File: src/rtl/control_types_pkg.sv
// Shared types for the instruction sequencer: the per-cycle control word,
// its field encodings, the sequencer states and the instruction classes.
package control_types_pkg;

    typedef enum logic [1:0] {ADDR_NONE, ADDR_PC, ADDR_ALU} addr_src_t;
    typedef enum logic [2:0] {B_NONE, B_IMM, B_REG_RM, B_REG_RS, B_REG_RD, B_READ_DATA} b_src_t;
    typedef enum logic [1:0] {SHIFT_NONE, SHIFT_IMM, SHIFT_REG} shift_src_t;
    typedef enum logic [1:0] {SHIFT_LSL, SHIFT_LSR, SHIFT_ASR, SHIFT_ROR} shift_type_t;

    // Encoded in ARM data-processing opcode order so ir[24:21] casts directly.
    typedef enum logic [3:0] {
        ALU_AND, ALU_EOR, ALU_SUB, ALU_RSB, ALU_ADD, ALU_ADC, ALU_SBC, ALU_RSC,
        ALU_TST, ALU_TEQ, ALU_CMP, ALU_CMN, ALU_ORR, ALU_MOV, ALU_BIC, ALU_MVN
    } alu_op_t;

    typedef enum logic {WB_NONE, WB_REG_RD} wb_dest_t;

    typedef struct packed {
        addr_src_t   addr_bus_src;
        logic        memory_read_en;
        logic        memory_write_en;
        logic        memory_latch_IR;
        logic        incrementer_writeback;
        b_src_t      B_bus_source;
        logic [11:0] B_bus_imm;
        shift_src_t  shift_source;
        shift_type_t shift_type;
        logic [4:0]  shift_amount;
        logic        latch_shift_amt;
        logic        use_shift_latch;
        alu_op_t     ALU_op;
        logic        ALU_set_flags;
        wb_dest_t    alu_writeback;
        logic        pipeline_flush;
    } control_t;

    // Every enum starts at its NONE/0 member, so all-zero is the idle word.
    localparam control_t CTRL_IDLE = '0;

    typedef enum logic [2:0] {REFILL0, REFILL1, EXEC1, EXEC2, EXEC3} seq_state_t;

    typedef enum logic [2:0] {DP_IMM, DP_REG_IMM, DP_REG_REG, LDR, STR, UNDEF} instr_class_t;

    // Overlay the instruction-fetch fields onto a control word.
    function automatic control_t with_fetch(input control_t c, input logic latch_ir);
        control_t r;
        r = c;
        r.addr_bus_src          = ADDR_PC;
        r.memory_read_en        = 1'b1;
        r.incrementer_writeback = 1'b1;
        r.memory_latch_IR       = latch_ir;
        return r;
    endfunction

endpackage

File: src/rtl/control_sequencer_if.sv
// Bundle between the sequencer and the datapath: instruction/flag inputs,
// memory stall, and the control word with its completion strobes.
interface control_sequencer_if;
    import control_types_pkg::*;

    logic [31:0] ir;
    logic [3:0]  flags_nzcv;
    logic        mem_wait;
    control_t    ctrl;
    logic        instr_done;
    logic        undef;

    modport master (
        input  ir, flags_nzcv, mem_wait,
        output ctrl, instr_done, undef
    );

    modport slave (
        output ir, flags_nzcv, mem_wait,
        input  ctrl, instr_done, undef
    );
endinterface

File: src/rtl/condition_eval.sv
// ARM condition-code evaluation against the NZCV flags; NV never passes.
module condition_eval (
    input  logic [3:0] cond,
    input  logic [3:0] nzcv,
    output logic       cond_pass
);
    logic n, z, c, v;
    assign {n, z, c, v} = nzcv;

    // Decode all sixteen condition codes.
    always_comb begin
        cond_pass = 1'b0;
        case (cond)
            4'h0:    cond_pass = z;
            4'h1:    cond_pass = !z;
            4'h2:    cond_pass = c;
            4'h3:    cond_pass = !c;
            4'h4:    cond_pass = n;
            4'h5:    cond_pass = !n;
            4'h6:    cond_pass = v;
            4'h7:    cond_pass = !v;
            4'h8:    cond_pass = c && !z;
            4'h9:    cond_pass = !c || z;
            4'hA:    cond_pass = (n == v);
            4'hB:    cond_pass = (n != v);
            4'hC:    cond_pass = !z && (n == v);
            4'hD:    cond_pass = z || (n != v);
            4'hE:    cond_pass = 1'b1;
            default: cond_pass = 1'b0;
        endcase
    end
endmodule

File: src/rtl/control_sequencer.sv
// Instruction-sequencing FSM: decodes the latched IR, checks its condition,
// and emits one control word per cycle, including pipeline refill after
// reset and after any write to R15.
module control_sequencer
    import control_types_pkg::*;
(
    input  logic                clk,
    input  logic                rst_n,
    control_sequencer_if.master bus
);
    seq_state_t   state, state_nx;
    instr_class_t iclass;
    control_t     ctrl_c;
    alu_op_t      alu_op;
    logic         cond_live, cond_held, cond_ok;
    logic         finish, r15_dest;
    logic         done_c, undef_c;
    logic         writes_rd, rd_is_pc;
    logic [3:0]   unused_rn;

    // Rn is consumed by the register bank directly, never by the sequencer.
    assign unused_rn = bus.ir[19:16];
    assign alu_op    = alu_op_t'(bus.ir[24:21]);
    assign writes_rd = !(alu_op inside {ALU_TST, ALU_TEQ, ALU_CMP, ALU_CMN});
    assign rd_is_pc  = (bus.ir[15:12] == 4'hF);

    condition_eval u_cond (
        .cond      (bus.ir[31:28]),
        .nzcv      (bus.flags_nzcv),
        .cond_pass (cond_live)
    );

    // The condition is judged once, in EXEC1; later cycles use the held value.
    assign cond_ok = (state == EXEC1) ? cond_live : cond_held;

    function automatic control_t with_alu(input control_t c, input alu_op_t op,
                                          input logic set_flags, input logic wr);
        control_t r;
        r = c;
        r.ALU_op        = op;
        r.ALU_set_flags = set_flags;
        r.alu_writeback = wr ? WB_REG_RD : WB_NONE;
        return r;
    endfunction

    // Classify the instruction held in IR.
    always_comb begin
        iclass = UNDEF;
        if (bus.ir[27:25] == 3'b001)
            iclass = DP_IMM;
        else if (bus.ir[27:25] == 3'b000 && !bus.ir[4])
            iclass = DP_REG_IMM;
        else if (bus.ir[27:25] == 3'b000 && !bus.ir[7])
            iclass = DP_REG_REG;
        else if (bus.ir[27:26] == 2'b01 && !bus.ir[25] && bus.ir[24] && !bus.ir[22] && !bus.ir[21])
            iclass = bus.ir[20] ? LDR : STR;
    end

    // Next state and the control word for the current cycle.
    always_comb begin
        ctrl_c   = CTRL_IDLE;
        state_nx = state;
        finish   = 1'b0;
        r15_dest = 1'b0;
        done_c   = 1'b0;
        undef_c  = 1'b0;
        case (state)
            REFILL0: begin
                ctrl_c   = with_fetch(CTRL_IDLE, 1'b0);
                state_nx = REFILL1;
            end
            REFILL1: begin
                ctrl_c   = with_fetch(CTRL_IDLE, 1'b1);
                state_nx = EXEC1;
            end
            EXEC1: begin
                if (!cond_ok || iclass == UNDEF) begin
                    finish  = 1'b1;
                    undef_c = (iclass == UNDEF);
                end else begin
                    case (iclass)
                        DP_IMM: begin
                            ctrl_c.B_bus_source = B_IMM;
                            ctrl_c.B_bus_imm    = bus.ir[11:0];
                            ctrl_c.shift_source = SHIFT_IMM;
                            ctrl_c.shift_type   = SHIFT_ROR;
                            ctrl_c.shift_amount = {bus.ir[11:8], 1'b0};
                            ctrl_c   = with_alu(ctrl_c, alu_op, bus.ir[20], writes_rd);
                            finish   = 1'b1;
                            r15_dest = writes_rd && rd_is_pc;
                        end
                        DP_REG_IMM: begin
                            ctrl_c.B_bus_source = B_REG_RM;
                            ctrl_c.shift_source = SHIFT_IMM;
                            ctrl_c.shift_type   = shift_type_t'(bus.ir[6:5]);
                            ctrl_c.shift_amount = bus.ir[11:7];
                            ctrl_c   = with_alu(ctrl_c, alu_op, bus.ir[20], writes_rd);
                            finish   = 1'b1;
                            r15_dest = writes_rd && rd_is_pc;
                        end
                        DP_REG_REG: begin
                            ctrl_c.B_bus_source    = B_REG_RS;
                            ctrl_c.latch_shift_amt = 1'b1;
                            state_nx = EXEC2;
                        end
                        default: begin
                            ctrl_c.B_bus_source   = B_IMM;
                            ctrl_c.B_bus_imm      = bus.ir[11:0];
                            ctrl_c.ALU_op         = bus.ir[23] ? ALU_ADD : ALU_SUB;
                            ctrl_c.addr_bus_src   = ADDR_ALU;
                            ctrl_c.memory_read_en = 1'b1;
                            state_nx = EXEC2;
                        end
                    endcase
                end
            end
            EXEC2: begin
                if (!cond_ok) begin
                    finish = 1'b1;
                end else begin
                    case (iclass)
                        DP_REG_REG: begin
                            ctrl_c.B_bus_source    = B_REG_RM;
                            ctrl_c.shift_source    = SHIFT_REG;
                            ctrl_c.use_shift_latch = 1'b1;
                            ctrl_c.shift_type      = shift_type_t'(bus.ir[6:5]);
                            ctrl_c   = with_alu(ctrl_c, alu_op, bus.ir[20], writes_rd);
                            finish   = 1'b1;
                            r15_dest = writes_rd && rd_is_pc;
                        end
                        LDR: begin
                            ctrl_c.B_bus_source = B_READ_DATA;
                            ctrl_c   = with_alu(ctrl_c, ALU_MOV, 1'b0, 1'b1);
                            finish   = 1'b1;
                            r15_dest = rd_is_pc;
                        end
                        STR: begin
                            // Address register keeps the EXEC1 address.
                            ctrl_c.B_bus_source    = B_REG_RD;
                            ctrl_c.memory_write_en = 1'b1;
                            state_nx = EXEC3;
                        end
                        default: finish = 1'b1;
                    endcase
                end
            end
            EXEC3: finish = 1'b1;
            default: state_nx = REFILL0;
        endcase

        if (finish) begin
            done_c = 1'b1;
            if (r15_dest) begin
                ctrl_c.pipeline_flush = 1'b1;
                state_nx = REFILL0;
            end else begin
                ctrl_c   = with_fetch(ctrl_c, 1'b1);
                state_nx = EXEC1;
            end
        end
    end

    // State register; a memory stall freezes the sequence in place.
    always_ff @(posedge clk or negedge rst_n) begin
        if (!rst_n)
            state <= REFILL0;
        else if (!bus.mem_wait)
            state <= state_nx;
    end

    // Hold the EXEC1 condition result for the remaining cycles.
    always_ff @(posedge clk or negedge rst_n) begin
        if (!rst_n)
            cond_held <= 1'b0;
        else if (!bus.mem_wait && state == EXEC1)
            cond_held <= cond_live;
    end

    assign bus.ctrl       = ctrl_c;
    assign bus.instr_done = done_c && !bus.mem_wait;
    assign bus.undef      = undef_c && !bus.mem_wait;

endmodule

File: src/flat_wrapper.sv
// flat-port wrapper written by rule: the top's interface ports become plain ports
module control_sequencer_flat import control_types_pkg::*;
  (clk, rst_n, bus_ir, bus_flags_nzcv, bus_mem_wait, bus_ctrl, bus_instr_done, bus_undef);
  control_sequencer_if bus_i ();
  input  logic clk;
  input  logic rst_n;
  input wire logic [$bits(bus_i.ir)-1:0] bus_ir;
  input wire logic [$bits(bus_i.flags_nzcv)-1:0] bus_flags_nzcv;
  input wire logic [$bits(bus_i.mem_wait)-1:0] bus_mem_wait;
  output wire logic [$bits(bus_i.ctrl)-1:0] bus_ctrl;
  output wire logic [$bits(bus_i.instr_done)-1:0] bus_instr_done;
  output wire logic [$bits(bus_i.undef)-1:0] bus_undef;
  assign bus_i.ir = bus_ir;
  assign bus_i.flags_nzcv = bus_flags_nzcv;
  assign bus_i.mem_wait = bus_mem_wait;
  assign bus_ctrl = bus_i.ctrl;
  assign bus_instr_done = bus_i.instr_done;
  assign bus_undef = bus_i.undef;
  control_sequencer u_core (.clk(clk), .rst_n(rst_n), .bus(bus_i));
endmodule
File: config.mk
export PLATFORM = sky130hd
export DESIGN_NAME = control_sequencer_flat
export DESIGN_NICKNAME = d
export VERILOG_FILES = /design/src/rtl/control_types_pkg.sv /design/src/rtl/control_sequencer_if.sv /design/src/rtl/condition_eval.sv /design/src/rtl/control_sequencer.sv /design/src/flat_wrapper.sv
export SDC_FILE = /design/constraint.sdc
export NUM_CORES = 1
export LEC_CHECK = 0
export ABC_AREA = 0
export CAP_MARGIN = 20
export CORE_ASPECT_RATIO = 0.6
export CORE_UTILIZATION = 37
export CTS_CLUSTER_DIAMETER = 200
export CTS_CLUSTER_SIZE = 20
export DETAILED_ROUTE_END_ITERATION = 6
export PLACE_DENSITY = 0.95
export SYNTH_ARGS = -nofsm -noshare
export SYNTH_HDL_FRONTEND = slang
export SYNTH_SLANG_ARGS = --single-unit
File: constraint.sdc
create_clock -name clk -period 6.3 [get_ports clk]
set_clock_uncertainty 0.15 [all_clocks]
set_input_delay 1.26 -clock clk [delete_from_list [all_inputs] [get_ports clk]]
set_output_delay 1.26 -clock clk [all_outputs]
set_load 0.005 [all_outputs]
### Word-level counts from Yosys, hierarchy flattened

Cells that the tools add are included.
W data, S select, Z words.

* flip-flop bits (word level): 4
* logic and storage cells: 121
* output and inout port bits: 41

* reductions and logical operators: 36
* bitwise logic cells: 1
* mux-type cells: 45
* equal/unequal tests: 37

Operator list (count)
* $pmux W39 S4: 1
* $mux W39: 2
* $eq A4 B4 Y1 const B: 12
* $mux W3: 13
* $mux W38: 1
* $mux W36: 1
* $pmux W18 S2: 1
* $eq A4 B3 Y1 const B: 4
* $pmux W8 S2: 1
* $mux W1: 15
* $pmux W1 S15: 1
* $pmux W3 S5: 1
* $eq A3 B2 Y1 const B: 4
* $logic_and A1 B1 Y1: 12
* $logic_not A1 Y1: 12
* $mux W12: 1
* $eq A3 B1 Y1 const B: 3
* $eq A3 B3 Y1 const B: 3
* $logic_not A3 Y1: 3
* $ne A3 B2 Y1 const B: 3
* $pmux W3 S3: 1
* $eq A4 B2 Y1 const B: 2
* $pmux W4 S2: 1
* $reduce_and A6 Y1: 1
* other kinds (16): 20

### Longest topological paths before layout

Gate-level depths: netlist of the first run.

* depth in word-level cells: 16
* depth in mapped cells: 8
* gate-level depth less buffers: 6

### By module

A second synthesis of the first run with hierarchy kept.

* cell total of the unflattened synthesis: 141
* area total of the unflattened synthesis: 991.0 µm²

By module, submodules not included
* control_sequencer: area each 797.0 µm², cells each 113, instances 1
* condition_eval: area each 193.9 µm², cells each 28, instances 1

### Least setup slack after synthesis of the first run

OpenSTA, ideal clock, no wires.

* path type: input port to output port
* start point: input bus_ir[25]
* end point: output bus_ctrl[37]
* path slack: 2.020 ns
* path buffers: 2
* cell stages on the path: 8
* required time: 4.890 ns
* data arrival time: 2.870 ns
* cells stage by stage: nor4b_2 -> and2_1 -> buf_4 -> a311oi_1 -> or4_1 -> o32ai_1 -> o21bai_1 -> buf_4

* word-level cells in the longest chain between the ends: 16
* elaborated cells on any way between the ends: 35

RTL lines
* start: declaration: RTL line flat_wrapper.sv:7 `input wire logic [$bits(bus_i.ir)-1:0] bus_ir;`
* $logic_not A1 Y1: RTL line control_sequencer.sv:55 `else if (bus.ir[27:26] == 2'b01 && !bus.ir[25] && bus.ir[24] && !bus.ir[22] && !bus.ir[21])`
* $logic_and A1 B1 Y1 (4 in a row): RTL line control_sequencer.sv:55
* $mux W3: RTL line control_sequencer.sv:55
* $mux W3: RTL line control_sequencer.sv:53 `else if (bus.ir[27:25] == 3'b000 && !bus.ir[7])`
* $mux W3: RTL line control_sequencer.sv:51 `else if (bus.ir[27:25] == 3'b000 && !bus.ir[4])`
* $mux W3 (*): RTL line control_sequencer.sv:49 `if (bus.ir[27:25] == 3'b001)`
* $eq A3 B1 Y1 or $logic_not A3 Y1 (tied branches): RTL line control_sequencer.sv:81 `case (iclass)`
* $reduce_or A2 Y1 (no line)
* $mux W1
* $mux W1: RTL line control_sequencer.sv:77 `if (!cond_ok || iclass == UNDEF) begin`
* $pmux W1 S2: RTL line control_sequencer.sv:67 `case (state)`
* $mux W38: RTL line control_sequencer.sv:153 `if (r15_dest) begin`
* $mux W39 (*): RTL line control_sequencer.sv:151 `if (finish) begin`
* end: declaration: RTL line flat_wrapper.sv:10 `output wire logic [$bits(bus_i.ctrl)-1:0] bus_ctrl;`

Every way passes the cells marked *; elsewhere a longest branch is shown, timed or not.

### Final worst setup path of the first run

* start point: input bus_ir[25]
* end point: output bus_ctrl[34]

Same word-level chain as after synthesis.

==> results of run 1 <==
[per-layer routing]
| metal | global-route usage (%) | up-vias | part of all wire (%) |
|---|---|---|---|
| met5 | 0 | - | 0 |
| met4 | 1.600 | 0 | 0 |
| met3 | 5.116 | 0 | 10 |
| met2 | 38.85 | 69 | 43 |
| met1 | 31.88 | 616 | 47 |
| li1 | - | 694 | - |
[worst min-delay path, cell delays in order (launching register included)]
cell and delay (ps):
dfrtp_1 420, nor2_1 120, a21oi_1 50
[stage by stage]
stage | util [%] | area [sq um] | hold WS, ps | worst slack (ps)
3_3_place_gp | 68.07 | 1777 | 458.4 | 795.6
3_5_place_dp | 68.07 | 1777 | 484.9 | 747.1
4_1_cts | 69.65 | 1818 | 491.2 | 747.4
5_1_grt | 69.65 | 1818 | 513.3 | 543.6
2_1_floorplan | - | 1060 | 401.4 | 2020
6_report | 69.65 | 1818 | 482.7 | 736.5
[synth_stat cells (all sizes together) (3+ instances only)]
| master | instances | area (sq um) |
|---|---|---|
| nor3 | 9 | 50.05 |
| nor4 | 3 | 18.77 |
| o22ai | 3 | 18.77 |
| nor2 | 13 | 48.80 |
| inv | 8 | 30.03 |
| nor2b | 5 | 31.28 |
| and2 | 12 | 77.58 |
| nand2b | 6 | 37.54 |
| nand3 | 5 | 25.02 |
| o21ai | 7 | 35.03 |
| and3 | 6 | 37.54 |
| a21oi | 8 | 40.04 |
| nand2 | 7 | 26.28 |
| dfrtp | 4 | 100.1 |
| buf | 9 | 70.06 |
[power by group through the flow]
| stage | sequential, mW | combinational, mW | clock, mW |
|---|---|---|---|
| 2_1_floorplan | 0.0451 | 0.120 | 0 |
| 3_3_place_gp | 0.0549 | 0.197 | 0 |
| 3_5_place_dp | 0.0553 | 0.201 | 0 |
| 4_1_cts | 0.0551 | 0.202 | 0.0536 |
| 5_1_grt | 0.0577 | 0.223 | 0.0569 |
| 6_report | 0.0554 | 0.201 | 0.0525 |
[area by class of cell]
| class | instances | area (sq um) |
|---|---|---|
| inverters | 8 | 30.03 |
| flip-flops and latches | 4 | 100.1 |
| multi-input cells | 127 | 855.8 |
| well taps | 32 | 40.04 |
| fillers | 231 | 792.0 |
| clock buffers | 3 | 41.29 |
| repair buffers | 75 | 750.7 |
[flip-flops by register name, summed over array words and instances (netlist names)]
register	count
u_core.cond_held	1
u_core.state	3
[cell families after synthesis]
logic type	count (synthesis)
multiplexers	2
flip-flops	4
buffers and inverters	18
XOR/XNOR	4
AO/OA/AOI/OAI	38
AND/OR/NAND/NOR	83
[worst paths after layout]
check / start / cells after the start / to
worst max-delay path: bus_ir[25] / 8 / bus_ctrl[34]
worst min-delay path: u_core.cond_held$_DFFE_PN0P_ / 2 / u_core.cond_held$_DFFE_PN0P_
worst max register to register: u_core.state[2]$_DFFE_PN0P_ / 6 / u_core.state[1]$_DFFE_PN0P_
worst min register to register: u_core.cond_held$_DFFE_PN0P_ / 2 / u_core.cond_held$_DFFE_PN0P_
max in group asynchronous: rst_n / 1 / u_core.state[1]$_DFFE_PN0P_
min in group asynchronous: rst_n / 1 / u_core.cond_held$_DFFE_PN0P_
==> run summary, run 1 <==
Status - complete, but fails checks
Violated checks - design-rule violations
CP required - 4890 ps
Initial drt markers - 152
Die H - 43.46 um
Post-synthesis cell type count - 57
DRC errors left - 7
Slowest-stage cell, CP - clkdlybuf4s50_1
RSZ-0062 raised after global routing - no
Net Count, Synth - 188
Leak - 0.6962 nW
Detailed Routing Iterations Pass 1 - 6
Most frequent cells in the layout - clkdlybuf4s50_1, nor2_1, and2_1
Most common cell after layout, fill and taps aside - clkdlybuf4s50_1
Overall Power - 309.3 uW
Layout cells sized above 1 - 6.912%
Synth warnings - 0
Crit end category - primary output
Vias post-DR - 1,379
# hold bufs at CTS - 0
#FFs+latches synth - 4
Tightest Hold Check Type - flop to flop
Max frequency - 179.7 MHz
Pins over their slew limit - 0
Switching power total - 120.3 uW
Max Cap Violations - 0
PwrDens - 170.1 nW/um^2
CP cell instances - clkdlybuf4s50_1 -> nor4b_2 -> and2_1 -> a311oi_1 -> or4_1 -> o32ai_1 -> o22ai_1 -> clkdlybuf4s50_1
CTS clk-pin slew, worst paths - 30 ps
CP delay by family, top - simple AND/OR/NAND/NOR gates
XOR/XNOR Fraction of Synth Area - 3.306%
Post-route ant nets - 0
Cell mode on critical path - clkdlybuf4s50_1
Worst VDD drop - 0.0001889 V
Num rows - 14
Final TNS setup - 0 ps
Vias in the first global route - 1,240
Antenna violations before repair - 0
Die width - 71.09 um
Async SR Flop Fraction - 100.0%
CTS max path bufs - 2
Internal Dissipation - 189.0 uW
Mux contribution to synthesized area - 1.889%
Sw Share - 38.89%
Worst Path Arrival - 4150 ps
Adder-Cell Fraction of Synth Area - 0%
Comb pwr share - 65.1%
Diode count - 0
Mean Syn Cell Area - 7.113 sq um
GRT Residual Overflow - 0
Post-DP HPWL - 2.905 mm
# resized after CTS - 0
Final count of negative-setup-slack endpoints - 0
Critical Path Start Type - input pin
Setup Fix Bufs, Post-CTS - 0
Min Tclk post-route - 5564 ps
WL/cell - 13.94 um
H-tree levels - 1
CTS tree - done
Ys flop type - dfrtp_1
Synth Cell Area - 1060 sq um
# IOs - 80
Cells after DPL - 246
Worst path max stage delay - 550 ps
Setup CP Type - input pin to primary output
Post-synth EDFFs - 0
Sequential share of the synthesized area - 9.445%
CTS sink cnt - 4
Sequential power share - 17.9%
Drt total wl - 3.470 mm
Final hold vios - 0
Core area - 2610 sq um
Largest net degree at the start of global routing - 14
Non-filler instance count after layout - 249
CTS root buf - clkbuf_8
Reg2reg setup slack - 3920 ps
Gate Count Post-Synth - 149
Slew margin rel. - 45.86%
Worst-skew pair later-pin latency - 210 ps
CP Max Fanout - 9
Buf+Inv Stages, Crit Path - 2
Simple-gate area share of the yosys netlist - 47.82%
CTS buffer count - 3
Routed vias/inst - 5.538
Clock share of power - 17.0%
First-pass GRT wire length - 5.747 mm
Nets - 258
Fin crit share - 88.31%
Worst-Margin Slew - 804.7 ps
Die Area - 3089 sq um
Gp weighted congestion - 0.9452
GRT Total Usage - 23.02%
I/O Buffers - 75
Compound-gate portion of the synthesized area - 27.74%
Main combinational cell family by area after synthesis - simple AND/OR/NAND/NOR gates
Area Overhead vs Synth - 71.55%
Starting Density - 40.60%
Note: power is estimated with default switching activity, not from simulation.
==> inputs of run 2 (changes only) <==
--- a/config.mk
+++ b/config.mk
@@ -8,11 +8,13 @@
 export ABC_AREA = 0
 export CAP_MARGIN = 20
 export CORE_ASPECT_RATIO = 0.6
-export CORE_UTILIZATION = 37
+export CORE_UTILIZATION = 31
 export CTS_CLUSTER_DIAMETER = 200
 export CTS_CLUSTER_SIZE = 20
 export DETAILED_ROUTE_END_ITERATION = 6
-export PLACE_DENSITY = 0.95
+export PLACE_DENSITY = 0.86
+export RECOVER_POWER = 25
+export SETUP_SLACK_MARGIN = 0.2
 export SYNTH_ARGS = -nofsm -noshare
 export SYNTH_HDL_FRONTEND = slang
 export SYNTH_SLANG_ARGS = --single-unit
==> constraint.sdc (replaced) <==
create_clock -name clk -period 4.97 [get_ports clk]
set_clock_uncertainty 0.15 [all_clocks]
set_input_delay 0.994 -clock clk [delete_from_list [all_inputs] [get_ports clk]]
set_output_delay 0.994 -clock clk [all_outputs]
set_load 0.005 [all_outputs]
==> run 2 against run 1 <==
  * The run now ends clean
  * Utilization down 8.1 points
  * Global-route usage down 3.5 points
  * Non-clock buffer count up 11
  * Hold slack worse by 2.6 ps
  * Via count up 4.6%
  * Clock power up 30%
  * Flip-flop and latch count unchanged
  * Sequential share of layout area down 0.52 points
  * Critical endpoint is now bus_ctrl[4]
  * Largest cell class unchanged
  * Largest power group unchanged
  * Highest routed layer unchanged
==> run summary, run 2 (synthesis results as in run 1) <==
Status - complete, no violations
# IOs - 80
GRT Total Usage - 19.52%
Largest Register - u_core.state
Die H - 47.29 um
Min Tclk post-route - 4728 ps
Critical Path Start Type - input pin
Gp weighted congestion - 0.8543
Num rows - 16
Most common cell after layout, fill and taps aside - clkdlybuf4s50_1
WL/cell - 13.21 um
Multi-input logic area - 947.2 sq um
Area Overhead vs Synth - 89.49%
Worst hold start - u_core.cond_held$_DFFE_PN0P_
CP delay by family, top - buffers and inverters
Antenna violations before repair - 0
Biggest regs - u_core.state (3), u_core.cond_held (1)
Starting Density - 32.48%
Final hold vios - 0
Most frequent cells in the layout - clkdlybuf4s50_1, nor2_1, and2_1, buf_4
Worst Path Arrival - 3580 ps
Placed Instance Area - 1846 sq um
GRT Residual Overflow - 0
Post-DP HPWL - 2.899 mm
Leak - 0.7946 nW
Worst reg2reg endpoint - u_core.state[1]$_DFFE_PN0P_
Core area - 3263 sq um
Worst-Margin Slew - 453.1 ps
Nets - 269
Largest register FFs - 3
Detailed Routing Iterations Pass 1 - 4
Largest net degree at the start of global routing - 14
CTS tree - done
H-tree levels - 1
Crit end category - primary output
Buf+Inv Stages, Crit Path - 3
Final instance area - 2008 sq um
# fillers - 293
Slew margin rel. - 69.63%
Routed vias/inst - 5.282
Worst path depth - 8
Worst path max stage delay - 650 ps
FF-to-FF Start - u_core.state[2]$_DFFE_PN0P_
Diode count - 0
Layout cells sized above 1 - 14.91%
CP required - 3830 ps
Worst VDD drop - 0.0002603 V
RSZ-0062 raised after global routing - no
CP Max Fanout - 7
Final TNS setup - 0 ps
Crit path to - bus_ctrl[4]
Vias in the first global route - 1,203
Worst-skew pair later-pin latency - 220 ps
FF/Latch Area - 100.1 sq um
DRC errors left - 0
Initial drt markers - 75
Drt total wl - 3.606 mm
CP cell instances - dlygate4sd3_1 -> or3b_2 -> mux2i_4 -> o41a_4 -> buf_4 -> and2_4 -> a32o_1 -> clkdlybuf4s50_1
Die width - 77.48 um
CTS buffer count - 3
Die Area - 3664 sq um
Setup CP Type - input pin to primary output
Max frequency - 211.5 MHz
Pins over their slew limit - 0
Vias post-DR - 1,442
Non-filler instance count after layout - 273
Fin crit share - 95.13%
Slowest-stage cell, CP - dlygate4sd3_1
I/O Buffers - 75
CTS clk-pin slew, worst paths - 30 ps
CTS max path bufs - 2
Crit path launch - bus_ir[29]
PwrDens - 210.0 nW/um^2
CTS root buf - clkbuf_8
Post-route ant nets - 0
Reg2reg setup slack - 2670 ps
# hold bufs at CTS - 0
CTS sink cnt - 4
Tightest Hold Check Type - flop to flop
Final count of negative-setup-slack endpoints - 0
Cells after DPL - 266
R2R cell count - 6
First-pass GRT wire length - 5.595 mm
Max Cap Violations - 0
-- run 2: cell types whose count changed in the layout (fill, tap and decap cells not counted), moves of 2 or more --
cell,delta
buf_4,+10
clkdlybuf4s50_1,-9
dlygate4sd2_1,+3
dlygate4sd3_1,+3
dlymetal6s2s_1,+3
nor4_1,-2
nor4_2,+2
o32ai_1,-2
-- run 2: tightest hold or removal path, cell delays in order (launching register included) --
cell and delay [ps]:
dfrtp_1 410, nor2_1 120, a21oi_1 50
-- run 2: worst min-delay path by stage --
stage                                               to  depth (start not counted)
after floorplan           u_core.cond_held$_DFFE_PN0P_                          2
after global placement    u_core.cond_held$_DFFE_PN0P_                          2
after detailed placement  u_core.cond_held$_DFFE_PN0P_                          2
after CTS                 u_core.cond_held$_DFFE_PN0P_                          2
after global routing      u_core.cond_held$_DFFE_PN0P_                          2
final                     u_core.cond_held$_DFFE_PN0P_                          2
-- run 2: where the power goes --
group,leakage [nW],internal [mW],total [mW],switching (mW)
Combinational,0.724,0.158,0.282,0.124
Sequential,0.0493,0.0448,0.0713,0.0265
Clock,0.0216,0.0516,0.0682,0.0166
-- run 2: area by class of cell --
class                           instances  area share (%)
Inverter                                8           1.495
Sequential cell                         4           4.984
Multi-Input combinational cell        127           47.16
Clock buffer                            3           2.056
Tap cell                               45           2.804
Timing Repair Buffer                   86           41.50
-- run 2: repair_timing --
action / in CTS / in global routing
pin swaps: 1 / 5
resized for setup: 5 / 14
buffers inserted: 0 / 4
setup endpoints to repair: 16 / 18
-- run 2: layer usage --
metal / up-vias / track usage (%) / routed length (um) / part of all wire, %
met5: - / 0 / 0 / 0
met4: 0 / 2.264 / 0 / 0
met3: 0 / 6.214 / 378 / 10
met2: 71 / 30.80 / 1496 / 41
met1: 656 / 27.05 / 1731 / 48
li1: 715 / - / - / -
-- run 2: metrics by stage --
| step | power (mW) | hold WS (ps) | util [%] | worst slack, ps |
|---|---|---|---|---|
| floorplan | 0.2097 | 401.4 | - | 1222 |
| global placement | 0.3268 | 460.3 | 56.56 | 156.1 |
| detailed placement | 0.3297 | 468.4 | 56.56 | 118.0 |
| CTS | 0.4033 | 481.1 | 58.01 | 275.9 |
| global route | 0.4551 | 527.2 | 61.54 | 119.2 |
| finish | 0.4217 | 480.1 | 61.54 | 241.8 |
==> inputs of run 3 (changes only) <==
--- a/config.mk
+++ b/config.mk
@@ -12,9 +12,11 @@
 export CTS_CLUSTER_DIAMETER = 200
 export CTS_CLUSTER_SIZE = 20
 export DETAILED_ROUTE_END_ITERATION = 6
+export HOLD_SLACK_MARGIN = 0.12
 export PLACE_DENSITY = 0.86
 export RECOVER_POWER = 25
 export SETUP_SLACK_MARGIN = 0.2
+export SLEW_MARGIN = 20
 export SYNTH_ARGS = -nofsm -noshare
 export SYNTH_HDL_FRONTEND = slang
 export SYNTH_SLANG_ARGS = --single-unit
==> results of run 3 <==
No change in the layout: final DEF, timing and power equal those of run 2.
